File: src/rtl/ysyx_22051013_ifu_fetch_pkg.sv
// Shared constants for the NPC instruction fetch unit.
package ysyx_22051013_ifu_fetch_pkg;

   localparam int          XLEN_DEFAULT     = 64;
   localparam logic [63:0] PC_RESET_DEFAULT = 64'h0000_0000_8000_0000;
   localparam int          INST_W           = 32;
   localparam logic [31:0] NOP              = 32'h0000_0013;
   localparam logic        RSTABLE          = 1'b1;

endpackage : ysyx_22051013_ifu_fetch_pkg

File: src/rtl/ysyx_22051013_ifu_pc.sv
// Architectural fetch PC register and its next-PC mux (redirect / pc+4 / hold).
module ysyx_22051013_ifu_pc
   import ysyx_22051013_ifu_fetch_pkg::*;
#(
   parameter int              XLEN     = XLEN_DEFAULT,
   parameter logic [XLEN-1:0] PC_RESET = XLEN'(PC_RESET_DEFAULT)
) (
   input  logic            clk,
   input  logic            rst,
   input  logic            i_redirect_valid,
   input  logic [XLEN-1:0] i_redirect_pc,
   input  logic            i_advance,
   output logic [XLEN-1:0] o_pc
);

   // Jump targets are forced onto a 4-byte boundary.
   localparam logic [XLEN-1:0] ALIGN_MASK = ~XLEN'(3);

   logic [XLEN-1:0] r_pc;
   logic [XLEN-1:0] w_pc_next;

   // Next-PC selection: redirect wins over sequential advance; otherwise hold.
   always_comb begin
      // NOTE: default assigned first so every path drives w_pc_next and no latch is inferred.
      w_pc_next = r_pc;
      if (i_redirect_valid) begin
         w_pc_next = i_redirect_pc & ALIGN_MASK;
      end else if (i_advance) begin
         w_pc_next = r_pc + XLEN'(4);
      end
   end

   // PC register, asynchronously reset to the boot address.
   always_ff @(posedge clk or posedge rst) begin
      // NOTE: sequential state uses non-blocking assignments so all registers update together.
      if (rst) begin
         r_pc <= PC_RESET;
      end else begin
         r_pc <= w_pc_next;
      end
   end

   assign o_pc = r_pc;

endmodule : ysyx_22051013_ifu_pc

File: src/rtl/ysyx_22051013_ifu_fetch.sv
// Instruction fetch: one outstanding imem request, single instruction buffer,
// valid/ready hand-off to decode, redirect kills wrong-path fetches.
module ysyx_22051013_ifu_fetch
   import ysyx_22051013_ifu_fetch_pkg::*;
#(
   parameter int              XLEN     = XLEN_DEFAULT,
   parameter logic [XLEN-1:0] PC_RESET = XLEN'(PC_RESET_DEFAULT)
) (
   input  logic              clk,
   input  logic              rst,
   input  logic              redirect_valid,
   input  logic [XLEN-1:0]   redirect_pc,
   output logic              imem_req_valid,
   input  logic              imem_req_ready,
   output logic [XLEN-1:0]   imem_req_addr,
   input  logic              imem_resp_valid,
   input  logic [INST_W-1:0] imem_resp_data,
   output logic              out_valid,
   input  logic              out_ready,
   output logic [XLEN-1:0]   out_pc,
   output logic [INST_W-1:0] out_inst
);

   typedef enum logic [1:0] {
      S_IDLE = 2'd0,
      S_REQ  = 2'd1,
      S_WAIT = 2'd2,
      S_HOLD = 2'd3
   } fetch_state_e;

   fetch_state_e      r_state;
   fetch_state_e      w_state_next;
   logic              r_drop;
   logic              w_drop_next;
   logic [INST_W-1:0] r_inst;
   logic              w_capture;
   logic              w_req_fire;
   logic              w_out_fire;
   logic [XLEN-1:0]   w_pc;

   assign w_req_fire = (r_state == S_REQ) && imem_req_ready;
   // A redirect in the same cycle suppresses the hand-off of a wrong-path instruction.
   assign out_valid  = (r_state == S_HOLD) && !redirect_valid;
   assign w_out_fire = out_valid && out_ready;

   ysyx_22051013_ifu_pc #(
      .XLEN     (XLEN),
      .PC_RESET (PC_RESET)
   ) u_pc (
      .clk              (clk),
      .rst              (rst),
      .i_redirect_valid (redirect_valid),
      .i_redirect_pc    (redirect_pc),
      .i_advance        (w_out_fire),
      .o_pc             (w_pc)
   );

   // Next-state, drop-flag and buffer-capture decisions; redirect has priority.
   always_comb begin
      w_state_next = r_state;
      w_drop_next  = r_drop;
      w_capture    = 1'b0;
      case (r_state)
         S_IDLE: w_state_next = S_REQ;
         S_REQ: begin
            if (w_req_fire) begin
               w_state_next = S_WAIT;
               // A request accepted alongside a redirect is already wrong-path.
               w_drop_next  = redirect_valid;
            end
         end
         S_WAIT: begin
            if (imem_resp_valid) begin
               w_drop_next = 1'b0;
               if (r_drop || redirect_valid) begin
                  w_state_next = S_REQ;
               end else begin
                  w_state_next = S_HOLD;
                  w_capture    = 1'b1;
               end
            end else if (redirect_valid) begin
               w_drop_next = 1'b1;
            end
         end
         S_HOLD: begin
            if (redirect_valid || w_out_fire) begin
               w_state_next = S_REQ;
            end
         end
      endcase
   end

   // FSM state, drop flag and instruction buffer registers.
   always_ff @(posedge clk or posedge rst) begin
      if (rst) begin
         r_state <= S_IDLE;
         r_drop  <= 1'b0;
         r_inst  <= NOP;
      end else begin
         r_state <= w_state_next;
         r_drop  <= w_drop_next;
         if (w_capture) begin
            r_inst <= imem_resp_data;
         end
      end
   end

   assign imem_req_valid = (r_state == S_REQ);
   assign imem_req_addr  = w_pc;
   assign out_pc         = w_pc;
   assign out_inst       = r_inst;

endmodule : ysyx_22051013_ifu_fetch

File: config.mk
export PLATFORM = sky130hd
export DESIGN_NAME = ysyx_22051013_ifu_fetch
export DESIGN_NICKNAME = d
export VERILOG_FILES = /design/src/rtl/ysyx_22051013_ifu_fetch_pkg.sv /design/src/rtl/ysyx_22051013_ifu_pc.sv /design/src/rtl/ysyx_22051013_ifu_fetch.sv
export SDC_FILE = /design/constraint.sdc
export NUM_CORES = 1
export LEC_CHECK = 0
export CAP_MARGIN = 20
export CORE_ASPECT_RATIO = 1.1
export CORE_MARGIN = 8
export CORE_UTILIZATION = 34
export DETAILED_ROUTE_END_ITERATION = 10
export PLACE_DENSITY = 0.8
export SLEW_MARGIN = 20
export SYNTH_ARGS = -nofsm -noshare
export SYNTH_HDL_FRONTEND = slang
export SYNTH_SLANG_ARGS = --single-unit
File: constraint.sdc
create_clock -name clk -period 3.87 [get_ports clk]
set_input_delay 0.774 -clock clk [delete_from_list [all_inputs] [get_ports clk]]
set_output_delay 0.774 -clock clk [all_outputs]
set_load 0.02 [all_outputs]
* Word-level counts from Yosys, hierarchy flattened
Index checks and enable logic that the tools add are counted.
** Operators by class
- Add/sub/neg operators :: 1
- Multiplexer cells :: 14
- Reduce and logical (&&, ||, !) cells :: 11
- Eq/ne operators :: 7
** Operators by type and width (number)
- two-way mux 64 bit :: 2
- adder 64 x 3 -> 64 bit, second input constant :: 1
- two-way mux 2 bit :: 4
- case mux 2 bit (4 select lines) :: 1
- two-way mux 1 bit :: 6
- AND reduction 3 bit :: 2
- == test 2 bit, second input constant :: 2
- inequality test 2 x 1 -> 1 bit, second input constant :: 2
- nonzero test 2 bit :: 2
- logical AND 1 bit :: 3
- inequality test 3 bit, second input constant :: 1
- == test 2 x 1 -> 1 bit, second input constant :: 1
- logical NOT 2 bit :: 1
- logical OR 1 bit :: 2
- inequality test 2 bit, second input constant :: 1
- case mux 1 bit (2 select lines) :: 1
- logical NOT 1 bit :: 1
** Word-level totals
- Bits of input ports :: 102
- Flip-flop bits (word level) :: 99
- Output and inout bits :: 162
- Logic and storage cells :: 37

* Depth between registers and ports, before layout
- Depth after elaboration :: 6
- Depth in mapped cells :: 9
- Depth with buffers taken out :: 7

* By module
From an unflattened synthesis, not the netlist that was laid out.
** Unflattened totals
- Cells, all modules :: 574
- Area total of the unflattened synthesis :: 5689.2 sq um
** Modules (own cells, without submodules)
- ysyx_22051013_ifu_pc :: seq. area each 1552.7 sq um, instances 1, cells each 416, area an instance 3748.6 sq um
- ysyx_22051013_ifu_fetch :: seq. area each 879.6 sq um, instances 1, cells each 158, area an instance 1940.6 sq um

* Least setup slack after synthesis
Ideal clock, no wire load.
- Kind :: input port to flip-flop
- From :: in out_ready
- To :: reg u_pc.r_pc[39] (netlist: u_pc.o_pc[39])
- Slack :: 0.900 ns
- Setup time :: 0.082 ns
- Required time :: 3.788 ns
- Arrival :: 2.888 ns
- Stages :: 7
- Path buffers :: 2
- Path through :: nand4_2 -> or4_1 -> buf_2 -> or4b_4 -> buf_6 -> or4_1 -> a31oi_1
** On the way
- Word-level cells in the longest chain between the ends :: 2
** Ends and longest elaborated chain
- start: declaration :: RTL line ysyx_22051013_ifu_fetch.sv:19 : input logic out_ready,
- logical AND 1 bit :: RTL line ysyx_22051013_ifu_fetch.sv:44 : assign w_out_fire = out_valid && out_ready;
- nonzero test 2 bit (no source line)
- end signal: assignment :: RTL line ysyx_22051013_ifu_pc.sv:39 : r_pc <= w_pc_next;
- end: declaration :: RTL line ysyx_22051013_ifu_pc.sv:19 : logic [XLEN-1:0] r_pc;
Every way passes these cells.
A chain may end at the register's enable or synchronous reset.

* Worst setup path after layout
- From :: in out_ready
- To :: reg u_pc.r_pc[51] (netlist: u_pc.o_pc[51])
The elaborated chain is that of the path after synthesis.

==> flow_summary.ini <==
[setup_path]
crit_path_cell_trace = clkdlybuf4s50_1 > nand4_2 > or4_1 > or4b_4 > or4_1 > a31oi_1
r2r_setup_slack_ns = 0.90
required_ns = 4.14
crit_family = simple AND/OR/NAND/NOR gates
crit_type = input pin to register
cp_common_cell = or4_1
path_max_fanout = 31
critPathArrivalTime_ns = 3.47
crit_buf_inv = 1
max_stage_delay_ns = 0.75
worstSetupEndpointType = register
cp_slowest_cell = or4b_4
critPathLaunchType = input pin

[outcome]
outcome = completed

[routing]
drtPass1Iterations = 5
dr.first_iter.drc_count = 300
wl_per_cell_um = 18.37
routed_wl_um = 18190
num_vias = 5152
drc = 0
ant_nets = 0
avgViaCountPerCell = 5.204

[final_layout]
area_delta_synth_final_pct = 46.99
drive_gt1_frac = 0.09415
stdcell_count = 990
fillers = 1536
finalNetCount = 888
n_antenna_cell = 0

[global_routing]
grt_max_degree = 59
gr-total-overflow = 0
antenna_found_initial = 0
grt_use_total = 0.1736
grt_pass1_vias = 5243
grt_pass1_wl_um = 29100

[synthesis]
netlist.area_leader.share = 0.4176
avgSynthCellArea_sq_um = 9.382
yosys_register_bits = 97
ys_seq_area_frac = 0.4365
synth.distinct_cells = 45
ys.warnings.count = 0
synthFlopType = dfrtp_1
syn_inst = 594
synth_edf_count = 0
synth_area_leaders = dfrtp_1 (42%), buf_4 (8.9%), mux2_2 (6.5%), nand2_1 (4.2%), o21ai_0 (3.5%)
synth.most_common_cell = dfrtp_1
synthTopCellsByCount = dfrtp_1 (93), buf_4 (66), nand2_1 (63), o21ai_0 (39), nor2_1 (36)
synthArstFlopShare = 1.000
synth.cell_area_sq_um = 5573
synth_top_cell_by_area = dfrtp_1

[placed_design]
place_inst = 974
io_buffers = 257
preCtsSetupSlack_ns = 0.3118
place.gp.congestion = 0.8134
dp_hpwl_um = 13910

[timing]
hold_violations = 0
timing.fmax_mhz = 312.1
worst_slack_ns = 0.6657
holdWs_ns = 0.5103
finClkSkew_ns = 0.006672
post-route-min-period_ns = 3.204
fin_crit_sh = 0.8280
finalSetupViolCount = 0
grt_setup_unrepaired = no
slew_headroom = 0.4469
worst_pin_slew_ns = 0.8284
tns_ns = 0
timing.final.max_slew_violations = 0

[clock_tree]
ctsHoldBuffers = 0
cts_made_buffers = 9
insertion_delay_ns = 0.36
path_clk_slew_ns = 0.08
cts_setup_buffers = 0
cts_buffer_depth = 2
cts_sinks = 97
cts_tree = done
cts_resized = 0
root_buffer = clkbuf_16
cts_htree_levels = 3

[die]
boundaryPins = 264
core.rowCount = 49
die_width_um = 138.1
start_util = 0.3443
coreArea_sq_um = 16190
die-area_sq_um = 20750
die_height_um = 150.3

[hold_path]
hp-class = register to register

[power_and_ir_drop]
power_density_nw_per_um2 = 457.4
p_leak_nw = 3.143
ir_drop_uv = 281.5
finalPower_mw = 3.747

[flow_run]
max_cap_viol_count = 0
## cell families (layout without fill, tap and decap cells)
| logic type | count (synthesis) | count (layout) | share of synthesized area |
|---|---|---|---|
| muxes | 34 | 34 | 0.06825 |
| DFF | 97 | 97 | 0.4365 |
| and+or+nand+nor | 221 | 221 | 0.2086 |
| AOI/OAI and AO/OA | 98 | 98 | 0.1080 |
| xor gates and xnor gates | 31 | 31 | 0.04872 |
| other | 1 | 4 | 0.0006729 |
| adders and majority gates | 5 | 5 | 0.01123 |
| buffers and inverters | 107 | 296 | 0.1181 |
## registers in the layout, indices dropped and copies added, names as in the netlist
register / flops
r_state: 2
out_inst: 32
r_drop: 1
u_pc.o_pc: 62
## per-stage QoR
step,area [sq um],utilization
4_1_cts,8192,0.5061
3_3_place_gp,7888,0.4873
2_1_floorplan,5584,-
3_5_place_dp,7888,0.4873
5_1_grt,8192,0.5061
6_report,8192,0.5061
## where the power goes
| part | switching, mW | internal [mW] | total [mW] |
|---|---|---|---|
| Sequential | 0.190 | 1.23 | 1.42 |
| Combinational | 0.683 | 0.733 | 1.42 |
| Clock | 0.450 | 0.462 | 0.912 |
| Total | 1.32 | 2.42 | 3.75 |
## final timing paths
| kind | depth (start not counted) | startpoint | end |
|---|---|---|---|
| max | 6 | out_ready | u_pc.o_pc[51]$_DFFE_PP0P_ |
| min | 1 | out_inst[18]$_DFFE_PP0P_ | out_inst[18]$_DFFE_PP0P_ |
| max reg2reg | 5 | u_pc.o_pc[14]$_DFFE_PP0P_ | u_pc.o_pc[51]$_DFFE_PP0P_ |
| min reg2reg | 1 | out_inst[18]$_DFFE_PP0P_ | out_inst[18]$_DFFE_PP0P_ |
| max in group asynchronous | 3 | rst | u_pc.o_pc[31]$_DFFE_PP1P_ |
| min in group asynchronous | 2 | rst | u_pc.o_pc[39]$_DFFE_PP0P_ |
## placed cells by master (no fill, tap or decap), types with 20 or more instances in the layout
master and n:
a31oi_1 27, clkdlybuf4s50_1 256, dfrtp_1 93, mux2_2 32, nand2_1 63, nand3_1 25
nor2_1 36, o21ai_0 39, o31ai_1 20, or4_1 21
## cell type report
type                    instances  area (sq um)  share of cell area
clock inverters                 7         78.83            0.009623
multi-input cells             393          2494              0.3044
well taps                     204         255.2             0.03116
repair buffers                267          2655              0.3241
clock buffers                   9         225.2             0.02749
inverters                      13         51.30            0.006262
flip-flops and latches         97          2432              0.2969
## metal layers
layer	track usage	vias to the layer above	share of wire
li1	-	2441	-
met5	0	-	0
met2	0.2892	248	0.48
met3	0.06215	18	0.10
met1	0.2066	2445	0.40
met4	0.05275	0	0.014
Note: power is estimated with default switching activity, not from simulation.
